### config.mk
export PLATFORM = sky130hd
export DESIGN_NAME = cnt_job_sched
export DESIGN_NICKNAME = d
export VERILOG_FILES = /design/src/rtl/cnt_pkg.sv /design/src/rtl/cnt_job_fifo.sv /design/src/rtl/cnt_job_sched.sv
export SDC_FILE = /design/constraint.sdc
export NUM_CORES = 1
export LEC_CHECK = 0
export BUFFER_PORTS_ARGS = -buffer_cell sky130_fd_sc_hd__buf_2
export CORE_AREA = 2 2 67 69
export DETAILED_ROUTE_END_ITERATION = 10
export DIE_AREA = 0 0 69 71
export GPL_ROUTABILITY_DRIVEN = 0
export HOLD_SLACK_MARGIN = 0.08
export PLACE_DENSITY = 0.74
export SLEW_MARGIN = 20
export SYNTH_ARGS = -nofsm -noshare
export SYNTH_HDL_FRONTEND = slang
export SYNTH_HIERARCHICAL = 1
export SYNTH_SLANG_ARGS = --single-unit
### constraint.sdc
create_clock -name clk -period 2.96 [get_ports clk]
set_clock_uncertainty 0.05 [all_clocks]
set_input_delay 0.592 -clock clk [delete_from_list [all_inputs] [get_ports clk]]
set_output_delay 0.592 -clock clk [all_outputs]
set_load 0.02 [all_outputs]
### src/rtl/cnt_pkg.sv
// Shared state encoding and width default for the counter job scheduler.
package cnt_pkg;

    localparam int CNT_DATABIT_DEF = 7;

    typedef enum logic [1:0] {
        S_IDLE   = 2'd0,
        S_LAUNCH = 2'd1,
        S_WAIT   = 2'd2
    } cnt_state_t;

endpackage

### src/rtl/cnt_job_fifo.sv
// Job count FIFO for the counter scheduler.
// A push is dropped when the FIFO is full, even if a pop happens in the same cycle.
module cnt_job_fifo #(
    parameter int WIDTH = 7,
    parameter int DEPTH = 4
) (
    input  logic                     clk,
    input  logic                     reset_n,
    input  logic                     push,
    input  logic [WIDTH-1:0]         din,
    input  logic                     pop,
    output logic [WIDTH-1:0]         dout,
    output logic                     full,
    output logic                     empty,
    output logic [$clog2(DEPTH):0]   level
);

    localparam int AW = $clog2(DEPTH);
    localparam int LW = AW + 1;

    logic [WIDTH-1:0] mem [DEPTH];
    logic [AW-1:0]    wr_ptr;
    logic [AW-1:0]    rd_ptr;
    logic             do_push;
    logic             do_pop;

    assign full    = (level == LW'(DEPTH));
    assign empty   = (level == '0);
    assign do_push = push && !full;
    assign do_pop  = pop && !empty;
    assign dout    = mem[rd_ptr];

    always_ff @(posedge clk) begin
        if (do_push) begin
            mem[wr_ptr] <= din;
        end
    end

    // Pointers wrap naturally because DEPTH is a power of two.
    always_ff @(posedge clk or negedge reset_n) begin
        if (!reset_n) begin
            wr_ptr <= '0;
            rd_ptr <= '0;
            level  <= '0;
        end else begin
            if (do_push) begin
                wr_ptr <= wr_ptr + 1'b1;
            end
            if (do_pop) begin
                rd_ptr <= rd_ptr + 1'b1;
            end
            unique case ({do_push, do_pop})
                2'b10:   level <= level + 1'b1;
                2'b01:   level <= level - 1'b1;
                default: level <= level;
            endcase
        end
    end

endmodule

### src/rtl/cnt_job_sched.sv
// Queues job counts and launches them one at a time on a downstream counter.
// Optional watchdog on the wait state: define CNT_JOB_SCHED_TIMEOUT_EN.
module cnt_job_sched
    import cnt_pkg::*;
#(
    parameter int DATABIT = CNT_DATABIT_DEF,
    parameter int DEPTH   = 4
`ifdef CNT_JOB_SCHED_TIMEOUT_EN
    ,
    parameter int TIMEOUT = 1024
`endif
) (
    input  logic                     clk,
    input  logic                     reset_n,
    input  logic                     i_job_valid,
    input  logic [DATABIT-1:0]       i_job_num,
    output logic                     o_job_ready,
    input  logic                     i_cnt_idle,
    input  logic                     i_cnt_done,
    output logic                     o_run,
    output logic [DATABIT-1:0]       o_num_cnt,
    output logic                     o_busy,
    output logic [$clog2(DEPTH):0]   o_level,
    output logic [7:0]               o_jobs_done
`ifdef CNT_JOB_SCHED_TIMEOUT_EN
    ,
    output logic                     o_timeout
`endif
);

    cnt_state_t         state;
    cnt_state_t         state_nxt;
    logic [DATABIT-1:0] head;
    logic [DATABIT-1:0] num_cnt_q;
    logic [7:0]         jobs_done_q;
    logic               fifo_full;
    logic               fifo_empty;
    logic               pop;
    logic               launch;
    logic               job_finish;

`ifdef CNT_JOB_SCHED_TIMEOUT_EN
    localparam int TW = $clog2(TIMEOUT + 1);
    logic [TW-1:0] wait_cnt;
    logic          timeout_hit;
    logic          timeout_q;
`endif

    cnt_job_fifo #(
        .WIDTH (DATABIT),
        .DEPTH (DEPTH)
    ) u_fifo (
        .clk     (clk),
        .reset_n (reset_n),
        .push    (i_job_valid),
        .din     (i_job_num),
        .pop     (pop),
        .dout    (head),
        .full    (fifo_full),
        .empty   (fifo_empty),
        .level   (o_level)
    );

    always_ff @(posedge clk or negedge reset_n) begin
        if (!reset_n) begin
            state       <= S_IDLE;
            num_cnt_q   <= '0;
            jobs_done_q <= '0;
        end else begin
            state <= state_nxt;
            if (launch) begin
                num_cnt_q <= head;
            end
            if (job_finish) begin
                jobs_done_q <= jobs_done_q + 8'd1;
            end
        end
    end

    // A zero-count head is retired straight away instead of being launched.
    always_comb begin
        state_nxt  = state;
        pop        = 1'b0;
        launch     = 1'b0;
        job_finish = 1'b0;
`ifdef CNT_JOB_SCHED_TIMEOUT_EN
        timeout_hit = 1'b0;
`endif
        unique case (state)
            S_IDLE: begin
                if (!fifo_empty && i_cnt_idle) begin
                    state_nxt = S_LAUNCH;
                end
            end
            S_LAUNCH: begin
                pop = 1'b1;
                if (head == '0) begin
                    job_finish = 1'b1;
                    state_nxt  = S_IDLE;
                end else begin
                    launch    = 1'b1;
                    state_nxt = S_WAIT;
                end
            end
            S_WAIT: begin
                if (i_cnt_done) begin
                    job_finish = 1'b1;
                    state_nxt  = S_IDLE;
                end
`ifdef CNT_JOB_SCHED_TIMEOUT_EN
                else if (wait_cnt == TW'(TIMEOUT - 1)) begin
                    timeout_hit = 1'b1;
                    state_nxt   = S_IDLE;
                end
`endif
            end
            default: state_nxt = S_IDLE;
        endcase
    end

`ifdef CNT_JOB_SCHED_TIMEOUT_EN
    // wait_cnt holds the number of wait cycles already elapsed.
    always_ff @(posedge clk or negedge reset_n) begin
        if (!reset_n) begin
            wait_cnt  <= '0;
            timeout_q <= 1'b0;
        end else begin
            wait_cnt <= (state == S_WAIT) ? wait_cnt + 1'b1 : '0;
            if (timeout_hit) begin
                timeout_q <= 1'b1;
            end
        end
    end

    assign o_timeout = timeout_q || timeout_hit;
`endif

    assign o_job_ready = !fifo_full;
    assign o_run       = launch;
    assign o_num_cnt   = launch ? head : num_cnt_q;
    assign o_busy      = (state != S_IDLE);
    assign o_jobs_done = jobs_done_q;

endmodule

==> impl_metrics.yaml, run 1 <==
pwr:
  total_power_mw: 3.111
  p_leak_nw: 1.217
  power_per_cell_area_nw_per_um2: 1107
  vdd_ir_drop_max_mv: 0.4437
timing:
  finalSetupViolations: 8
  rsz0062_at_grt: "yes"
  hold_viol_final: 0
  tns_ns: -1.331
  min_period_ns: 3.142
  period_share_pct: 106.1
  slew_violations: 0
  worst_slew_pin_slew_ns: 0.5366
  worst_slack_ns: -0.1816
  max_freq_mhz: 318.3
  maxSlewHeadroom_pct: 64.23
job:
  maxCapViolations: 0
cells_and_area:
  area_growth_pct: 25.55
  final_area_um2: 2810
  layout_commonest_cell: "edfxtp_1"
  layout.nets: 214
  postLayoutCoreUtil_pct: 66.85
  layout-drive-gt1-share_pct: 45.08
  mostFrequentLayoutCells: "28 x edfxtp_1, 25 x buf_2, 23 x dfrtp_1"
  n_antenna_cell: 0
global_route:
  grtUsageMet2_pct: 33.97
  antenna_found_initial: 0
  grtUsageMet1_pct: 21.90
  grt_max_degree: 25
  grt_pass1_vias: 1431
  grt_usage_pct: 18.93
  use_met3_pct: 4.843
  busiest_layer: "met2"
  grt_first_pass_wirelength_um: 7044
  grt-ovfl-total: 0
synthesis:
  syn_area_um2: 2238
  synth.avg_cell_area_um2: 16.22
  postSynthCellCount: 138
  synth_edf_count: 28
  ys_ff_latch: 52
  ys.flop_type: "edfxtp_1"
  ys_seq_area_share_pct: 64.39
  ys_async_sr_fraction_pct: 46.15
  syn_nets: 160
  netlist-cell-type-count: 31
  yosys_warnings: 6
drt:
  drc: 0
  detail-route-antenna-nets: 0
  via_per_inst: 5.180
  vias: 1269
  drt_pre_antenna_iters: 4
  wl_per_cell_um: 16.97
  drtIter0Drc: 49
  wl_um: 4157
floorplanning:
  die_area_um2: 4899
  design.portCount: 33
  die_w_um: 69
  core_um2: 4204
  rows: 24
  die_h_um: 71
  initial_core_util_pct: 53.24
placed_design:
  dp_hpwl_um: 2824
  io_buffers: 32
  placed_cell_area_um2: 2492
clock_tree:
  postCtsHoldBufs: 0
  cts.clk_slew.worst_paths_ns: 0.09
  htree_levels: 2
  cts_made_buffers: 5
  cts_buffer_depth: 2
  clkLatencyLatePin_ns: 0.30
  cts_tree: "built"
  cts.sinks: 52
  clock-root-buffer: "clkbuf_8"
critical_path:
  end_kind: "output port"
  worst_ep_arrival_time_ns: 2.50
  worstPathRequired_ns: 2.32
  crit_path_start_kind: "flop"
  path_class: "flop to output port"
  cp_max_fo: 8
status:
  failed_checks: "setup timing"
  status: "finished with violations"
worst_hold_path:
  hold_path.class: "input pin to async pin"
==> cells by family after synthesis <==
kind of cell	Yosys count	synth area share, %
AOI/OAI and AO/OA	6	1.956
xor gates and xnor gates	13	5.087
adders and majority gates	10	5.925
buffers and inverters	13	2.236
DFF	52	64.39
muxes	17	12.35
and+or+nand+nor	27	8.050
==> stage by stage <==
| step | worst slack (ns) | std cells | hold slack [ns] |
|---|---|---|---|
| 2_1_floorplan | 0.2611 | 138 | 0.2464 |
| 3_3_place_gp | -0.08083 | 225 | 0.4089 |
| 3_5_place_dp | -0.1155 | 225 | 0.4207 |
| 4_1_cts | -0.1107 | 244 | 0.2219 |
| 5_1_grt | -0.2481 | 245 | 0.2410 |
| 6_report | -0.1816 | 245 | 0.2099 |
==> path summary, 6_finish.rpt <==
path / startpoint / cells past startpoint / end / slack, ns
min in group clk: o_jobs_done[7] / 1 / o_jobs_done[7] / 0.43
max in group asynchronous: reset_n / 1 / u_fifo/rd_ptr[0] / 2.26
worst min-delay path: reset_n / 1 / num_cnt_q[5] / 0.21
worst min register to register: o_jobs_done[7] / 1 / o_jobs_done[7] / 0.43
worst max-delay path: u_fifo/rd_ptr[0] / 7 / o_num_cnt[1] / -0.18
worst max register to register: u_fifo/rd_ptr[0] / 8 / o_jobs_done[1] / 0.44
==> timing repair <==
| action | CTS | global route |
|---|---|---|
| buffers inserted | 11 | 1 |
| resized for setup | 27 | 1 |
| pin swaps | 3 | 1 |
| endpoints found under the setup margin | 8 | 8 |
==> registers in the layout (all words and copies together) (netlist names) <==
name / cells
num_cnt_q: 7
state: 2
u_fifo/rd_ptr: 2
u_fifo/wr_ptr: 2
u_fifo/level: 3
u_fifo/mem: 28
o_jobs_done: 8
==> per-layer routing <==
layer  routed length [µm]  vias up
li1                     -      599
met1                 1694      639
met2                 2266       25
met3                  137        6
met4                   58        0
met5                    0        -
==> synth_stat cells (2+ instances only) <==
cell      count  share of area [%]
and2_2        4                1.3
dfrtp_1      24                 27
edfxtp_1     28                 38
ha_1          9                5.0
inv_1        11                1.8
mux2_2        7                3.5
mux2_4        2                1.3
mux4_2        7                7.0
nand2_1       5               0.84
nand2_2       2               0.56
nand2b_1      2               0.56
nand3_1       2               0.45
nand4_1       3               0.84
nor2_1        2               0.34
nor3_1        2               0.45
o21ai_0       2               0.45
xnor2_1      10                3.9
xor2_1        3                1.2
==> final cells by class <==
class	count	area (µm²)
sequential	52	1443
inverter	11	41.29
multi-input combinational	73	803.3
fill	294	1394
tap	52	65.06
timing repair buffer	49	347.8
clock buffer	5	68.82
clock inverter	3	41.29
==> worst max-delay path, stage by stage (launching register included) <==
cell and delay, ns:
dfrtp_2 0.41, buf_12 0.12, mux4_2 0.55, nor4_4 0.36, nand2_2 0.16, nand2_8 0.13
mux2_4 0.33, buf_6 0.13
==> report_power, final <==
group | internal [mW] | switching (mW)
registers | 0.986 | 0.144
logic | 0.782 | 0.729
clock network | 0.251 | 0.219
Note: power is estimated with default switching activity, not from simulation.
==> run 2, diff against run 1 <==
--- a/config.mk
+++ b/config.mk
@@ -11,6 +11,7 @@
 export DIE_AREA = 0 0 69 71
 export GPL_ROUTABILITY_DRIVEN = 0
 export HOLD_SLACK_MARGIN = 0.08
+export MAX_ROUTING_LAYER = met4
 export PLACE_DENSITY = 0.74
 export SLEW_MARGIN = 20
 export SYNTH_ARGS = -nofsm -noshare
==> impl_metrics.yaml, run 2 (synthesis results as in run 1) <==
floorplanning:
  design.portCount: 33
  core_um2: 4204
  die_h_um: 71
  rows: 24
  die_w_um: 69
  initial_core_util_pct: 53.24
  die_area_um2: 4899
clock_tree:
  cts_made_buffers: 5
  clock-root-buffer: "clkbuf_8"
  cts.clk_slew.worst_paths_ns: 0.09
  cts_buffer_depth: 2
  cts_tree: "built"
  htree_levels: 2
  clkLatencyLatePin_ns: 0.30
  cts.sinks: 52
cells_and_area:
  layout_commonest_cell: "edfxtp_1"
  layout-drive-gt1-share_pct: 45.08
  mostFrequentLayoutCells: "28 x edfxtp_1, 25 x buf_2, 23 x dfrtp_1"
  largest_register_ffs: 28
  layout.cells.non_filler: 245
  layout.nets: 214
  n_antenna_cell: 0
  final_area_um2: 2810
  regMostFlops: "u_fifo/mem"
  area_growth_pct: 25.55
  postLayoutCoreUtil_pct: 66.85
global_route:
  antenna_found_initial: 0
  grt_pass1_vias: 1435
  grt_first_pass_wirelength_um: 7031
  grt_max_degree: 25
  grt_usage_pct: 19.50
  grt-ovfl-total: 0
timing:
  finalSetupViolations: 8
  min_period_ns: 3.146
  slew_violations: 0
  tns_ns: -1.367
  worst_slack_ns: -0.1858
  maxSlewHeadroom_pct: 63.79
  period_share_pct: 106.3
  worst_slew_pin_slew_ns: 0.5431
  rsz0062_at_grt: "yes"
  max_freq_mhz: 317.9
  hold_viol_final: 0
critical_path:
  slowest_stage: "mux4_2"
  worstPathRequired_ns: 2.32
  end_kind: "output port"
  worst_ep_arrival_time_ns: 2.50
  cp_max_fo: 8
  critPathTopFamily: "multiplexers"
  path_class: "flop to output port"
  max_stage_delay_ns: 0.55
  crit_path_start_kind: "flop"
  cp_num_buf_inv: 2
  cp_cell_sequence: "buf_12, mux4_2, nor4_4, nand2_2, nand2_8, mux2_4, buf_6"
pwr:
  power_per_cell_area_nw_per_um2: 1108
  vdd_ir_drop_max_mv: 0.4440
  p_sw_share_pct: 35.14
  power_frac_seq_pct: 36.3
  clkPwrFrac_pct: 15.1
  p_comb_share_pct: 48.6
  p_leak_nw: 1.217
  p_int_mw: 2.019
  p_switching_mw: 1.094
status:
  status: "finished with violations"
  failed_checks: "setup timing"
job:
  maxCapViolations: 0
drt:
  drtIter0Drc: 50
  via_per_inst: 5.151
  wl_per_cell_um: 16.92
  drc: 0
  vias: 1262
  drt_pre_antenna_iters: 4
  detail-route-antenna-nets: 0
  wl_um: 4145
placed_design:
  placed_cells: 225
  io_buffers: 32
  placed_cell_area_um2: 2492
  dp_hpwl_um: 2824
worst_hold_path:
  hold_path.class: "input pin to async pin"
-- run 2: worst paths after layout --
kind / startpoint / to / slack [ns] / cells past startpoint
max: u_fifo/rd_ptr[0] / o_num_cnt[1] / -0.19 / 7
max in group asynchronous: reset_n / u_fifo/rd_ptr[0] / 2.26 / 1
max reg2reg: u_fifo/rd_ptr[0] / o_jobs_done[1] / 0.44 / 8
min in group clk: o_jobs_done[7] / o_jobs_done[7] / 0.43 / 1
min: reset_n / num_cnt_q[6] / 0.21 / 1
min reg2reg: o_jobs_done[7] / o_jobs_done[7] / 0.43 / 1
-- run 2: metal layers --
metal | vias up | routed length (µm) | track usage (%)
met3 | 6 | 133 | 4.843
met4 | 0 | 58 | 7.190
met2 | 23 | 2247 | 33.97
met1 | 634 | 1705 | 21.80
li1 | 599 | - | -
met5 | - | 0 | -
-- run 2: layout make-up --
cell class	instances	area, µm²
Clock buffer	5	68.82
Clock inverter	3	41.29
Fill cell	294	1394
Inverter	11	41.29
Multi-Input combinational cell	73	803.3
Sequential cell	52	1443
Tap cell	52	65.06
Timing Repair Buffer	49	347.8
-- run 2: power groups by stage --
stage                     clock, mW  sequential, mW  combinational (mW)
final                         0.469            1.13                1.51
after global routing          0.516            1.16                1.63
after CTS                     0.485            1.13                1.49
after detailed placement          0            1.16                1.13
after global placement            0            1.14                1.08
after floorplan                   0            1.13               0.797
-- run 2: worst reg2reg max path, cell delays in order (launching register included) --
cell     delay, ns
dfrtp_2       0.41
buf_12        0.12
mux4_2        0.55
nor4_4        0.36
buf_4         0.17
buf_4         0.09
a32o_2        0.26
nand2_2       0.10
mux2_4        0.30
-- run 2: repair_timing --
action / 4_1_cts / 5_1_grt
setup buffers: 11 / 1
hold buffers: 0 / 0
pin swaps: 3 / 1
setup endpoints to repair: 8 / 8
resized for setup: 27 / 1
-- run 2: stage by stage --
step	setup WS (ns)	hold WS (ns)	total power, mW
2_1_floorplan	0.2611	0.2464	1.930
3_3_place_gp	-0.08083	0.4089	2.223
3_5_place_dp	-0.1155	0.4207	2.288
4_1_cts	-0.1107	0.2219	3.106
5_1_grt	-0.2481	0.2410	3.305
6_report	-0.1858	0.2141	3.113
==> run 3, diff against run 2 <==
--- a/config.mk
+++ b/config.mk
@@ -13,6 +13,7 @@
 export HOLD_SLACK_MARGIN = 0.08
 export MAX_ROUTING_LAYER = met4
 export PLACE_DENSITY = 0.74
+export RECOVER_POWER = 50
 export SLEW_MARGIN = 20
 export SYNTH_ARGS = -nofsm -noshare
 export SYNTH_HDL_FRONTEND = slang
==> impl_metrics.yaml, run 3 (synthesis results as in run 1) <==
status:
  status: "finished with violations"
  failed_checks: "setup timing"
timing:
  rsz0062_at_grt: "yes"
  slew_violations: 0
  maxSlewHeadroom_pct: 13.14
  min_period_ns: 3.148
  worst_slew_pin_slew_ns: 1.303
  period_share_pct: 106.3
  max_freq_mhz: 317.7
  hold_viol_final: 0
  finalSetupViolations: 8
  worst_slack_ns: -0.1878
pwr:
  total_power_mw: 3.090
  power_frac_seq_pct: 36.4
  clkPwrFrac_pct: 15.2
  p_int_mw: 2.006
  p_switching_mw: 1.084
  vdd_ir_drop_max_mv: 0.4423
  p_leak_nw: 1.178
  p_comb_share_pct: 48.4
  power_per_cell_area_nw_per_um2: 1112
  p_sw_share_pct: 35.08
job:
  maxCapViolations: 0
drt:
  wl_um: 4154
  wl_per_cell_um: 16.96
  via_per_inst: 5.147
  drc: 0
  detail-route-antenna-nets: 0
  drtIter0Drc: 52
  drt_pre_antenna_iters: 4
  vias: 1261
clock_tree:
  cts.clk_slew.worst_paths_ns: 0.09
  clkLatencyLatePin_ns: 0.30
  htree_levels: 2
  cts_buffer_depth: 2
  clock-root-buffer: "clkbuf_8"
  cts_tree: "built"
  cts.sinks: 52
  cts_made_buffers: 5
cells_and_area:
  layout_commonest_cell: "edfxtp_1"
  area_growth_pct: 24.15
  layout.nets: 214
  largest_register_ffs: 28
  n_antenna_cell: 0
  regMostFlops: "u_fifo/mem"
  layout-drive-gt1-share_pct: 38.86
  mostFrequentLayoutCells: "28 x edfxtp_1, 23 x dfrtp_1, 16 x buf_2"
global_route:
  grtUsageMet1_pct: 21.80
  grt_usage_pct: 19.50
  grt_first_pass_wirelength_um: 7031
  busiest_layer: "met2"
  use_met3_pct: 4.843
  antenna_found_initial: 0
  grtUsageMet2_pct: 33.97
  grt-ovfl-total: 0
  grt_max_degree: 25
  grt_pass1_vias: 1435
critical_path:
  slowest_stage: "mux4_2"
  max_stage_delay_ns: 0.55
  crit_path_start_kind: "flop"
  reg2reg_to: "o_jobs_done[1]"
  cp_num_buf_inv: 2
  rr_startpoint: "u_fifo/rd_ptr[0]"
  path_class: "flop to output port"
  cp_cell_sequence: "buf_12, mux4_2, nor4_4, nand2_2, nand2_8, mux2_4, buf_6"
  worst_ep_arrival_time_ns: 2.51
  critPathTopFamily: "multiplexers"
  rrSetupSlack_ns: 0.44
  reg2regPathDepth: 8
  cp_max_fo: 8
  end_kind: "output port"
  worstPathRequired_ns: 2.32
floorplanning:
  rows: 24
  initial_core_util_pct: 53.24
  core_um2: 4204
  die_area_um2: 4899
  die_h_um: 71
  design.portCount: 33
  die_w_um: 69
worst_hold_path:
  hold_path.class: "flop to flop"
  hold_start: "o_jobs_done[7]"
  whs_endpoint: "o_jobs_done[7]"
  worstHoldPathCells: 1
placed_design:
  dp_hpwl_um: 2824
  place_ws_ns: -0.1155
  io_buffers: 32
run 3: cell types whose count changed in the layout (fill, tap and decap cells not counted):
cell      change
nor3b_1       +1
and2_0        +1
buf_2         -9
clkbuf_1      +9
nor2b_4       -1
and2_2        -1
nor3b_4       -1
nor2b_1       +1
run 3: layout make-up:
type / instances / area (µm²)
fill: 302 / 1425
clock buffer: 5 / 68.82
timing repair buffer: 49 / 336.6
multi-input combinational: 73 / 783.3
inverter: 11 / 41.29
clock inverter: 3 / 41.29
tap: 52 / 65.06
sequential: 52 / 1443
run 3: power by group through the flow:
stage	combinational [mW]	sequential (mW)	clock, mW
2_1_floorplan	0.797	1.13	0
3_3_place_gp	1.08	1.14	0
3_5_place_dp	1.13	1.16	0
4_1_cts	1.49	1.13	0.485
5_1_grt	1.62	1.15	0.516
6_report	1.50	1.12	0.471
run 3: through the flow:
stage / cells / instance area [µm²] / utilization [%] / hold slack (ns) / setup TNS (ns)
floorplan: 138 / 2238 / - / 0.2464 / 0
global placement: 225 / 2492 / 59.29 / 0.4089 / -0.5458
detailed placement: 225 / 2492 / 59.29 / 0.4207 / -0.7499
CTS: 244 / 2794 / 66.46 / 0.2219 / -0.7958
global route: 245 / 2779 / 66.10 / 0.4656 / -1.862
finish: 245 / 2779 / 66.10 / 0.4328 / -1.383
run 3: how the worst max path moves through the flow:
stage | to | startpoint | slack (ns) | cells past startpoint
CTS | o_num_cnt[5] | u_fifo/rd_ptr[0] | -0.11 | 7
detailed placement | o_num_cnt[1] | u_fifo/rd_ptr[0] | -0.12 | 6
floorplan | o_num_cnt[0] | u_fifo/rd_ptr[0] | 0.26 | 6
global route | o_num_cnt[1] | u_fifo/rd_ptr[0] | -0.25 | 7
global placement | o_num_cnt[2] | u_fifo/rd_ptr[0] | -0.08 | 6
finish | o_num_cnt[1] | u_fifo/rd_ptr[0] | -0.19 | 7
run 3: timing repair:
item,in CTS,in global routing
setup buffers,11,1
hold endpoints to repair,0,0
endpoints found under the setup margin,8,8
resized for setup,27,1
pin swaps,3,1
hold buffers,0,0
run 3: metal layers:
layer  wire length (µm)  vias to the layer above
met3                132                        8
met2               2235                       22
met4                 76                        0
met5                  0                        -
li1                   -                      600
met1               1710                      631
